[config.mk]
export PLATFORM = sky130hd
export DESIGN_NAME = cfg_chain_rx
export DESIGN_NICKNAME = d
export VERILOG_FILES = /design/src/rtl/cfg_chain_rx.sv
export SDC_FILE = /design/constraint.sdc
export NUM_CORES = 1
export LEC_CHECK = 0
export ABC_CLOCK_PERIOD_IN_PS = 4820
export CORE_AREA = 2 2 80 51
export DETAILED_ROUTE_END_ITERATION = 8
export DIE_AREA = 0 0 82 53
export PLACE_DENSITY = 0.8
export SLEW_MARGIN = 20
export SYNTH_ARGS = -nofsm -noshare
export SYNTH_HDL_FRONTEND = slang
export SYNTH_SLANG_ARGS = --single-unit
export TNS_END_PERCENT = 100
[constraint.sdc]
create_clock -name iTck -period 4.82 [get_ports iTck]
set_input_delay 1.446 -clock iTck [delete_from_list [all_inputs] [get_ports iTck]]
set_output_delay 1.446 -clock iTck [all_outputs]
set_load 0.02 [all_outputs]
[src/rtl/cfg_chain_rx.sv]
// Config-chain receiver sitting behind the JTAG TAP CONFIG data register.
// Hunts for a sync word in the serial Shift-DR stream. Once synced, it turns
// every DR scan of exactly DATA_W bits into one coefficient write, and flags
// every scan of any other length as an error.
module cfg_chain_rx #(
    parameter int                DATA_W    = 8,
    parameter int                SYNC_W    = 8,
    parameter logic [SYNC_W-1:0] SYNC_WORD = 8'hF0,
    parameter int                NUM_COEF  = 16,
    parameter int                ADDR_W    = 4
) (
    input  logic              iTck,
    input  logic              iTrst,
    input  logic              iShiftEn,
    input  logic              iTdi,
    input  logic              iUpdateDr,
    input  logic              iDesync,
    output logic              oTdo,
    output logic              oSynced,
    output logic              oWrEn,
    output logic [ADDR_W-1:0] oWrAddr,
    output logic [DATA_W-1:0] oWrData,
    output logic              oErr
);

    // The bit counter only has to tell "exactly DATA_W" apart from "more than
    // DATA_W", so it saturates one past DATA_W.
    localparam int                CNT_W     = $clog2(DATA_W + 2);
    localparam logic [CNT_W-1:0]  CNT_SAT   = CNT_W'(DATA_W + 1);
    localparam logic [CNT_W-1:0]  CNT_DATA  = CNT_W'(DATA_W);
    localparam logic [CNT_W-1:0]  CNT_SYNC  = CNT_W'(SYNC_W);
    localparam logic [ADDR_W-1:0] ADDR_LAST = ADDR_W'(NUM_COEF - 1);

    localparam logic [0:0] HUNT  = 1'b0;
    localparam logic [0:0] ARMED = 1'b1;

    logic [0:0]        state;
    logic [SYNC_W-1:0] sync_sr;
    logic [DATA_W-1:0] data_sr;
    logic [CNT_W-1:0]  bitcnt;
    logic [ADDR_W-1:0] next_addr;

    // Synced status is simply the decoded ARMED state.
    always_comb begin
        oSynced = (state == ARMED);
    end

    // Main sequencer. Priority on one edge is desync, then update, then shift,
    // so a bit shifted on the same edge as an update or desync is dropped.
    always_ff @(posedge iTck or negedge iTrst) begin
        if (!iTrst) begin
            state     <= HUNT;
            sync_sr   <= '0;
            data_sr   <= '0;
            bitcnt    <= '0;
            next_addr <= '0;
            oWrAddr   <= '0;
            oWrData   <= '0;
            oWrEn     <= 1'b0;
            oErr      <= 1'b0;
            oTdo      <= 1'b0;
        end else begin
            oWrEn <= 1'b0;
            oErr  <= 1'b0;
            if (iDesync) begin
                state  <= HUNT;
                bitcnt <= '0;
            end else if (iUpdateDr) begin
                bitcnt <= '0;
                if (state == HUNT) begin
                    if ((bitcnt >= CNT_SYNC) && (sync_sr == SYNC_WORD)) begin
                        state <= ARMED;
                    end
                end else if (bitcnt == CNT_DATA) begin
                    oWrEn     <= 1'b1;
                    oWrData   <= data_sr;
                    oWrAddr   <= next_addr;
                    next_addr <= (next_addr == ADDR_LAST) ? '0 : next_addr + ADDR_W'(1);
                end else begin
                    oErr <= 1'b1;
                end
            end else if (iShiftEn) begin
                if (bitcnt != CNT_SAT) begin
                    bitcnt <= bitcnt + CNT_W'(1);
                end
                if (state == HUNT) begin
                    sync_sr <= {iTdi, sync_sr[SYNC_W-1:1]};
                    oTdo    <= sync_sr[1];
                end else begin
                    data_sr <= {iTdi, data_sr[DATA_W-1:1]};
                    oTdo    <= data_sr[1];
                end
            end
        end
    end

endmodule

; After elaboration in Yosys (flattened, before gate mapping)
; Index checks and enable logic that the tools add are counted.
[classes]
bitwise_logic = 3
eq_ne = 4
n_addsub = 2
n_lt_le_gt_ge = 1
muxes = 18
n_reduce_logical = 9
[op_table]
columns = operator, n
row1 = 4-bit 2-to-1 mux, 5
row2 = 1-bit 2-to-1 mux, 13
row3 = 4-bit AND reduction, 3
row4 = "4-bit by 1-bit adder with 4-bit output, second input constant", 2
row5 = "4-bit equality test, second input constant", 2
row6 = "8-bit equality test, second input constant", 1
row7 = 3-bit nonzero test, 2
row8 = "4-bit >= comparator, second input constant", 1
row9 = "4-bit != test, second input constant", 1
row10 = 1-bit NOT, 3
row11 = 3-bit AND reduction, 1
row12 = 2-bit AND reduction, 1
row13 = 2-bit nonzero test, 1
row14 = 1-bit logical AND, 1
[totals]
out_inout_bits = 16
reg_bits = 40

; Logic depth before layout (Yosys ltp)
; Gate-level depths: netlist of run 1.
[logic_depth]
word_depth = 6
depth_mapped = 6

; Worst setup path after synthesis of run 1
; OpenSTA, ideal clock, no wires.
[synth_path]
kind = input -> register
start = in iDesync
end = reg sync_sr[7]
path_buffers = 1
path_slack_ns = 2.281
t_arrival_ns = 2.414
path_stages = 4
setup_time_ns = 0.125
cell_sequence = or2_1 -> buf_6 -> nor3_4 -> mux2_2
[synth_via]
elab_chain_len = 2
[synth_rtl]
columns = element, line
row1 = start: declaration, 17  ; input logic iDesync,
row2 = 1-bit NOT (no line), -
row3 = 4-bit AND reduction (no line), -
row4 = end signal: assignment, 87  ; sync_sr <= {iTdi, sync_sr[SYNC_W-1:1]};
row5 = end: declaration, 38  ; logic [SYNC_W-1:0] sync_sr;
; No other way between the ends.
; A chain may end at the register's enable or synchronous reset.

; Worst setup path in the final report of run 1
[layout_path]
start = reg state, in the netlist oSynced
end = out oSynced
[layout_lines]
columns = element, line
row1 = start: declaration, 37  ; logic [0:0] state;
row2 = start signal: assignment, 52  ; state <= HUNT;
row3 = start signal: assignment, 66  ; state <= HUNT;
row4 = start signal: assignment, 72  ; state <= ARMED;
row5 = end: declaration, 19  ; output logic oSynced,
; No word-level cell between the ends.

==> impl_metrics.tcl, run 1 <==
set metrics [dict create \
    status "completed" \
    cp_slowest_stage_delay_ns 0.66 \
    tritoncts "done" \
    areaGrowthSynthToFinish_pct 18.6 \
    hold_violations 0 \
    wl_per_cell_um 15.0 \
    core_area_mm2 0.00357 \
    cts_resized 0 \
    io_buffers 21 \
    power_switching_uw 155 \
    clkPwrFrac_pct 33.5 \
    reg2reg_depth 5 \
    n_antenna_cell 0 \
    clk_path_buf_depth 2 \
    htreeDepth 2 \
    drt_iter0_drc 78 \
    whs_path_depth 1 \
    rsz0062_at_grt "no" \
    seq_power_share_pct 57.9 \
    grt_pass1_vias 1093 \
    clk_pin_slew_ns 0.07 \
    cp_num_cells 1 \
    max_slew_margin_pct 42.7 \
    worst_setup_path_end_kind "primary output" \
    path_cells "clkdlybuf4s50_1" \
    start_util_pct 47.7 \
    globalRouteOverflowTotal 0 \
    setup_viol 0 \
    cpLargestDelayFamily "buffers and inverters" \
    post_cts_buffers 0 \
    ys_seq_elements 40 \
    slew_viol_final 0 \
    final_cell_area_mm2 0.00202 \
    worst-path-max-fanout 6 \
    cp-start-kind "register" \
    cts_sinks 40 \
    synth_area_per_cell_um2 14.0 \
    cts_inserted_buffers 5 \
    tightest_slew_ns 0.860 \
    syn_inst 122 \
    via_per_inst 5.38 \
    fp.dieH_um 53 \
    vias 1043 \
    synth_area_mm2 0.00170 \
    critPathBufInv 1 \
    crit_type "register to primary output" \
    nets 156 \
    critPathArrivalTime_ns 1.43 \
    ctsHoldBuffers 0 \
    fin_crit_ns 2.88 \
    total_leakage_power_uw 0.000928 \
    drive_gt1_share_pct 27.2 \
    ir_worst_vdd_v 0.000168 \
    worstPathRequired_ns 3.37 \
    syn-num-nets 132 \
    hold_class "register to register" \
    grt.total_usage_pct 16.2 \
    route.antenna.remaining_nets 0 \
    power_frac_comb_pct 8.5 \
    ys_seq_area_share_pct 58.7 \
    pin_count 22 \
    grt_max_degree 41 \
    fin_setup_tns_ns 0 \
    min_period_over_period_pct 59.8 \
    root_buffer "clkbuf_8" \
    wl_um 2910 \
    max_freq_ghz 0.347 \
    grt_pass1_wl_um 5060 \
    die_width_um 82 \
    p_int_uw 514 \
    drcViolationCount 0 \
    crit_path_top_delay_cell "clkdlybuf4s50_1" \
    drtPass1Iterations 4 \
    antenna_found_initial 0 \
    place_hpwl_um 2090 \
    p_per_area_mw_per_mm2 331 \
    yosysWarnings 0 \
    die_area_mm2 0.00435 \
    ys_types 31 \
    gp_congestion 0.798 \
    skew_ns 0.00287 \
    place_area_mm2 0.00193 \
    switching_share_pct 23.1 \
    insertion_delay_ns 0.29 \
    cap_viol_max_count 0 \
    rows 17 \
]
-- cell usage after synthesis --
cell / n / share of area, %
nor2_1: 5 / 1.1
a31oi_1: 3 / 1.1
mux2i_1: 1 / 0.59
o41a_1: 1 / 0.66
nand3_1: 2 / 0.59
clkbuf_2: 1 / 0.29
mux2_2: 30 / 20
o21ai_0: 3 / 0.88
and4_1: 1 / 0.51
xnor2_1: 1 / 0.51
nor3_1: 1 / 0.29
nor3_4: 1 / 0.95
a31o_2: 1 / 0.51
nor2_4: 1 / 0.66
dfrtp_1: 40 / 59
and3b_1: 1 / 0.51
and2b_1: 1 / 0.44
xor2_1: 1 / 0.51
buf_6: 1 / 0.66
buf_2: 1 / 0.29
nor4bb_1: 1 / 0.59
and3_1: 1 / 0.37
ha_1: 4 / 2.9
or2_1: 1 / 0.37
nand3b_1: 3 / 1.3
nand2_1: 1 / 0.22
nand4b_1: 1 / 0.51
nand4_1: 1 / 0.37
buf_8: 1 / 0.88
a21oi_1: 5 / 1.5
inv_1: 6 / 1.3
-- cell type report --
class / instances / area (um2)
Fill cell: 287 / 1550
Sequential cell: 40 / 1000
Multi-Input combinational cell: 72 / 644
Timing Repair Buffer: 21 / 205
Clock buffer: 8 / 90.1
Tap cell: 47 / 58.8
Inverter: 6 / 22.5
-- power by group through the flow --
stage	logic, uW	clock network, uW	registers, uW
5_1_grt	63.3	248	393
4_1_cts	58.5	234	387
3_3_place_gp	54.5	0	390
6_report	57.2	224	387
3_5_place_dp	58.4	0	393
2_1_floorplan	38.4	0	388
-- metal layers --
metal  vias up  GRT usage, %  part of all wire (%)
met3         9          5.97                   5.3
li1        477             -                     -
met2        30          24.7                    47
met5         -             0                     0
met1       527          20.6                    45
met4         0          7.78                   2.6
-- registers in the layout, summed over array words and instances (netlist names) --
register and count:
oWrAddr 4, oWrEn 1, oErr 1, oTdo 1, data_sr 8, oWrData 8
sync_sr 8, oSynced 1, bitcnt 4, next_addr 4
-- cells in the final DEF, fill, tap and decap left out --
cell	n
clkbuf_8	6
dfrtp_1	40
mux2i_1	1
nor3_1	1
and4_1	1
xor2_1	1
a21oi_1	5
nor2_4	1
and2b_1	1
ha_1	4
clkdlybuf4s50_1	20
clkbuf_1	2
or2_1	1
nor4bb_1	1
nor3_4	1
buf_2	1
xnor2_1	1
nand4_1	1
inv_1	6
nand3b_1	3
mux2_2	30
nor2_1	5
o41a_1	1
and3_1	1
a31o_2	1
and3b_1	1
nand4b_1	1
nand2_1	1
o21ai_0	3
nand3_1	2
a31oi_1	3
-- path summary, 6_finish.rpt --
| check | slack, ns | end | from |
|---|---|---|---|
| setup / recovery | 1.94 | oSynced | oSynced |
| hold / removal | 0.51 | oWrAddr[2] | oWrAddr[2] |
| setup reg to reg | 3.04 | oWrData[4] | bitcnt[0] |
| hold reg to reg | 0.51 | oWrAddr[2] | oWrAddr[2] |
| max in group asynchronous | 3.02 | bitcnt[1] | iTrst |
| min in group asynchronous | 1.26 | bitcnt[2] | iTrst |
-- metrics by stage --
step | worst slack, ns | util, % | total power (uW) | std cells | hold slack [ns]
final | 1.94 | 56.6 | 669 | 194 | 0.509
after floorplan | 2.28 | - | 426 | 122 | 0.475
after global placement | 1.70 | 54.1 | 444 | 186 | 0.490
after CTS | 1.93 | 56.6 | 680 | 194 | 0.517
after global routing | 1.90 | 56.6 | 704 | 194 | 0.535
after detailed placement | 1.67 | 54.1 | 452 | 186 | 0.500
-- logic make-up (layout without fill, tap and decap cells) --
| family | Yosys count | count (layout) | synth area share (%) |
|---|---|---|---|
| flip-flops | 40 | 40 | 58.7 |
| multiplexers | 31 | 31 | 20.4 |
| AND/OR/NAND/NOR | 22 | 22 | 8.81 |
| AO/OA/AOI/OAI | 13 | 13 | 4.63 |
| buffers and inverters | 10 | 35 | 3.45 |
| adder cells (fa/ha/maj) | 4 | 4 | 2.94 |
| XOR/XNOR | 2 | 2 | 1.03 |
Power figures use the tool's default switching activity.
==> inputs of run 2 (changes only) <==
ABC_CLOCK_PERIOD_IN_PS = 2900   (was 4820)
clock period = 2.9 ns   (was 4.82 ns; I/O delays follow)
==> run 2 against run 1 <==
- non-clock buffer count unchanged
- register-to-register slack got worse by 2.0 ns
- via count grew 1.1%
- sequential cell count stayed put
- largest cell class unchanged
- final cell count is the same
- sequential share of layout area decreased by 0.87 points
- critical path depth did not move
- clock power up 120%
- first-iteration DRC count increased by 44%
- die area stayed put
- wire length rose by 1.8%
==> impl_metrics.tcl, run 2 (synthesis results as in run 1) <==
set metrics [dict create \
    status "completed" \
    grt_pass1_wl_um 4980 \
    globalRouteOverflowTotal 0 \
    worst-path-max-fanout 6 \
    wl_met3_um 150 \
    die_width_um 82 \
    total_leakage_power_uw 0.000947 \
    grt_pass1_vias 1049 \
    insertion_delay_ns 0.29 \
    fp.dieH_um 53 \
    cts_inserted_buffers 5 \
    post_cts_buffers 0 \
    root_buffer "clkbuf_8" \
    vias 1054 \
    cpLargestDelayFamily "buffers and inverters" \
    hold_violations 0 \
    start_util_pct 47.7 \
    crit_path_top_delay_cell "clkdlybuf4s50_1" \
    nets 156 \
    crit_type "register to primary output" \
    core_area_mm2 0.00357 \
    setup_viol 0 \
    drt_iter0_drc 112 \
    min_period_over_period_pct 80.7 \
    tightest_slew_ns 0.851 \
    max_slew_margin_pct 43.3 \
    via_per_inst 5.43 \
    critPathArrivalTime_ns 1.47 \
    drive_gt1_share_pct 28.6 \
    rsz0062_at_grt "no" \
    cp-start-kind "register" \
    fin_setup_tns_ns 0 \
    wl_per_cell_um 15.3 \
    slew_viol_final 0 \
    place_area_mm2 0.00193 \
    final_cell_mix "dfrtp_1, mux2_2, clkdlybuf4s50_1" \
    cp_slowest_stage_delay_ns 0.67 \
    layout_commonest_cell "dfrtp_1" \
    gp_congestion 0.790 \
    clk_pin_slew_ns 0.08 \
    critPathBufInv 1 \
    cts_resized 0 \
    cts_sinks 40 \
    clk_path_buf_depth 2 \
    grt_max_degree 41 \
    areaGrowthSynthToFinish_pct 20.8 \
    die_area_mm2 0.00435 \
    dr_wl_met2_um 1420 \
    place_hpwl_um 2140 \
    worstPathRequired_ns 2.03 \
    worst_setup_path_end_kind "primary output" \
    routed.top_layer "met4" \
    p_per_area_mw_per_mm2 595 \
    drt-met1-wl_um 1330 \
    largestRegisters "data_sr: 8 flops, oWrData: 8 flops, sync_sr: 8 flops" \
    fin_crit_ns 2.34 \
    route.antenna.remaining_nets 0 \
    antenna_found_initial 0 \
    grt.total_usage_pct 15.9 \
    cap_viol_max_count 0 \
    ir_worst_vdd_v 0.000457 \
    pin_count 22 \
    hold_class "register to register" \
    tritoncts "done" \
    drcViolationCount 0 \
    final_cell_area_mm2 0.00206 \
    drtPass1Iterations 4 \
    rows 17 \
    max_freq_ghz 0.427 \
    skew_ns 0.00775 \
    htreeDepth 2 \
    io_buffers 21 \
    ctsHoldBuffers 0 \
    wl_um 2960 \
    path_cells "clkdlybuf4s50_1" \
    n_antenna_cell 0 \
]
[run 2: changes by cell type in the layout (fill, tap and decap cells not counted), sizes merged]
cell / before / now
bufinv: 0 / 1
clkbuf: 8 / 7
[run 2: layout make-up]
class                      instances  area, um2
fill                             288       1520
sequential                        40       1000
multi-input combinational         72        644
timing repair buffer              21        205
inverter                           6       22.5
tap                               47       58.8
clock inverter                     1       30.0
clock buffer                       7       96.3
[run 2: per-stage QoR]
stage	util [%]	instances	setup WS [ns]	total power (uW)	hold slack, ns
finish	57.6	194	0.561	1230	0.510
floorplan	-	122	0.937	708	0.475
CTS	57.6	194	0.564	1240	0.518
global placement	54.1	186	0.352	738	0.490
global route	57.6	194	0.524	1280	0.527
detailed placement	54.1	186	0.318	748	0.499
[run 2: worst paths after layout]
path	from	endpoint	slack, ns	depth (start not counted)
worst min register to register	oWrAddr[2]	oWrAddr[2]	0.51	1
worst max-delay path	oSynced	oSynced	0.56	1
min in group asynchronous	iTrst	oErr	0.68	1
max in group asynchronous	iTrst	sync_sr[4]	1.68	1
worst min-delay path	oWrAddr[2]	oWrAddr[2]	0.51	1
worst max register to register	bitcnt[0]	oWrData[4]	1.08	5
[run 2: routing by layer]
metal / global-route usage (%) / up-vias
met1: 20.0 / 525
met5: 0 / -
li1: - / 480
met4: 6.67 / 0
met3: 5.29 / 7
met2: 25.3 / 42
[run 2: report_power, final]
group	total (uW)	switching, uW	leakage (uW)	internal [uW]
registers	643	36.0	0.000539	607
clock network	489	186	0.0000645	304
logic	93.4	39.8	0.000343	53.6
==> inputs of run 3 (changes only) <==
ABC_CLOCK_PERIOD_IN_PS = 2240   (was 2900)
clock period = 2.24 ns   (was 2.9 ns; I/O delays follow)
==> run 3 against run 2 <==
- first-iteration DRC count fell by 59%
- worst hold slack worse by 0.084 ns
- setup slack got worse by 0.41 ns
- via count down 1.1%
- register-to-register slack worse by 0.47 ns
- clock skew fell by 0.0023 ns
- wire length down 3.6%
- clock power grew 29%
- sequential share of layout area is 2.0 points lower
- cell area is 4.4% higher
- largest cell class unchanged
- non-clock buffer count is 7 higher
- highest routed layer unchanged
- utilization is 2.5 points higher
==> impl_metrics.tcl, run 3 (synthesis results as in run 1) <==
set metrics [dict create \
    max_slew_margin_pct 66.7 \
    setup_viol 0 \
    areaGrowthSynthToFinish_pct 26.1 \
    root_buffer "clkbuf_8" \
    fin_cells 201 \
    fp.dieH_um 53 \
    total_leakage_power_uw 0.000991 \
    cp-start-kind "register" \
    fin_crit_ns 2.09 \
    slew_viol_final 0 \
    crit_path_top_delay_cell "clkdlybuf4s50_1" \
    nets 163 \
    gp_congestion 0.759 \
    cts_sinks 40 \
    ir_worst_vdd_v 0.000487 \
    via_per_inst 5.18 \
    place_area_mm2 0.00202 \
    grt.total_usage_pct 15.8 \
    wl_um 2860 \
    final_cell_area_mm2 0.00215 \
    max_freq_ghz 0.478 \
    pin_count 22 \
    crit_type "register to primary output" \
    vias 1042 \
    worst_setup_path_end_kind "primary output" \
    drive_gt1_share_pct 31.8 \
    rsz0062_at_grt "no" \
    grt_pass1_vias 1054 \
    hold_violations 0 \
    status "completed" \
    route.antenna.remaining_nets 0 \
    grt_max_degree 41 \
    tightest_slew_ns 0.500 \
    skew_ns 0.00545 \
    drcViolationCount 0 \
    hold_class "input pin to asynchronous set/reset pin" \
    cpLargestDelayFamily "buffers and inverters" \
    place_hpwl_um 2060 \
    final_cell_mix "dfrtp_1, mux2_2, clkdlybuf4s50_1" \
    critPathArrivalTime_ns 1.42 \
    worst-path-max-fanout 6 \
    start_util_pct 47.7 \
    ctsHoldBuffers 0 \
    io_buffers 21 \
    dp.cells 193 \
    largestRegisters "data_sr: 8 flops, oWrData: 8 flops, sync_sr: 8 flops" \
    cts_inserted_buffers 5 \
    n_antenna_cell 0 \
    clk_path_buf_depth 2 \
    cts_resized 0 \
    clk_pin_slew_ns 0.08 \
    post_cts_buffers 0 \
    core_area_mm2 0.00357 \
    tritoncts "done" \
    insertion_delay_ns 0.29 \
    globalRouteOverflowTotal 0 \
    wl_per_cell_um 14.2 \
    cap_viol_max_count 0 \
    htreeDepth 2 \
    layout_commonest_cell "dfrtp_1" \
    path_cells "clkdlybuf4s50_1" \
    fin_util_pct 60.1 \
    min_period_over_period_pct 93.3 \
    grt_pass1_wl_um 4910 \
    cp_slowest_stage_delay_ns 0.65 \
    p_per_area_mw_per_mm2 742 \
    antenna_found_initial 0 \
    die_width_um 82 \
    die_area_mm2 0.00435 \
    drtPass1Iterations 4 \
    worstPathRequired_ns 1.57 \
    critPathBufInv 1 \
    drt_iter0_drc 46 \
    rows 17 \
]
run 3: cell types whose count changed in the layout (fill, tap and decap cells not counted), sizes merged:
| cell | delta |
|---|---|
| buf | +7 |
run 3: worst paths after layout:
check	from	endpoint	slack (ns)	depth (start not counted)
worst max-delay path	oSynced	oSynced	0.15	1
worst min-delay path	iTrst	bitcnt[2]	0.43	2
worst max register to register	bitcnt[0]	oWrData[5]	0.61	6
worst min register to register	oWrAddr[0]	oWrAddr[0]	0.51	1
max in group asynchronous	iTrst	oWrAddr[2]	1.46	2
min in group iTck	oWrAddr[0]	oWrAddr[0]	0.51	1
run 3: per-stage QoR:
step | hold slack, ns | setup TNS, ns | setup slack [ns] | total power, uW
6_report | 0.426 | 0 | 0.150 | 1590
5_1_grt | 0.468 | 0 | 0.100 | 1670
4_1_cts | 0.443 | 0 | 0.134 | 1620
3_5_place_dp | 0.499 | -0.0110 | -0.00630 | 981
3_3_place_gp | 0.489 | 0 | 0.0393 | 964
2_1_floorplan | 0.376 | 0 | 0.475 | 917
run 3: layout make-up:
cell class / instances / area (um2)
clock buffer: 7 / 96.3
timing repair buffer: 28 / 295
multi-input combinational: 72 / 644
clock inverter: 1 / 30.0
sequential: 40 / 1000
tap: 47 / 58.8
inverter: 6 / 22.5
fill: 287 / 1430
run 3: per-layer routing:
layer	routed length [um]	vias to the layer above	global-route usage (%)
met5	0	-	0
met4	49	0	6.67
met3	131	6	5.29
met2	1360	29	24.8
met1	1320	512	20.0
li1	-	495	-
run 3: power by group:
| group | total [uW] | switching, uW | leakage, uW | internal, uW |
|---|---|---|---|---|
| Sequential | 834 | 47.8 | 0.000539 | 786 |
| Clock | 631 | 238 | 0.0000645 | 393 |
| Combinational | 130 | 53.3 | 0.000387 | 76.3 |
| Total | 1590 | 339 | 0.000991 | 1260 |
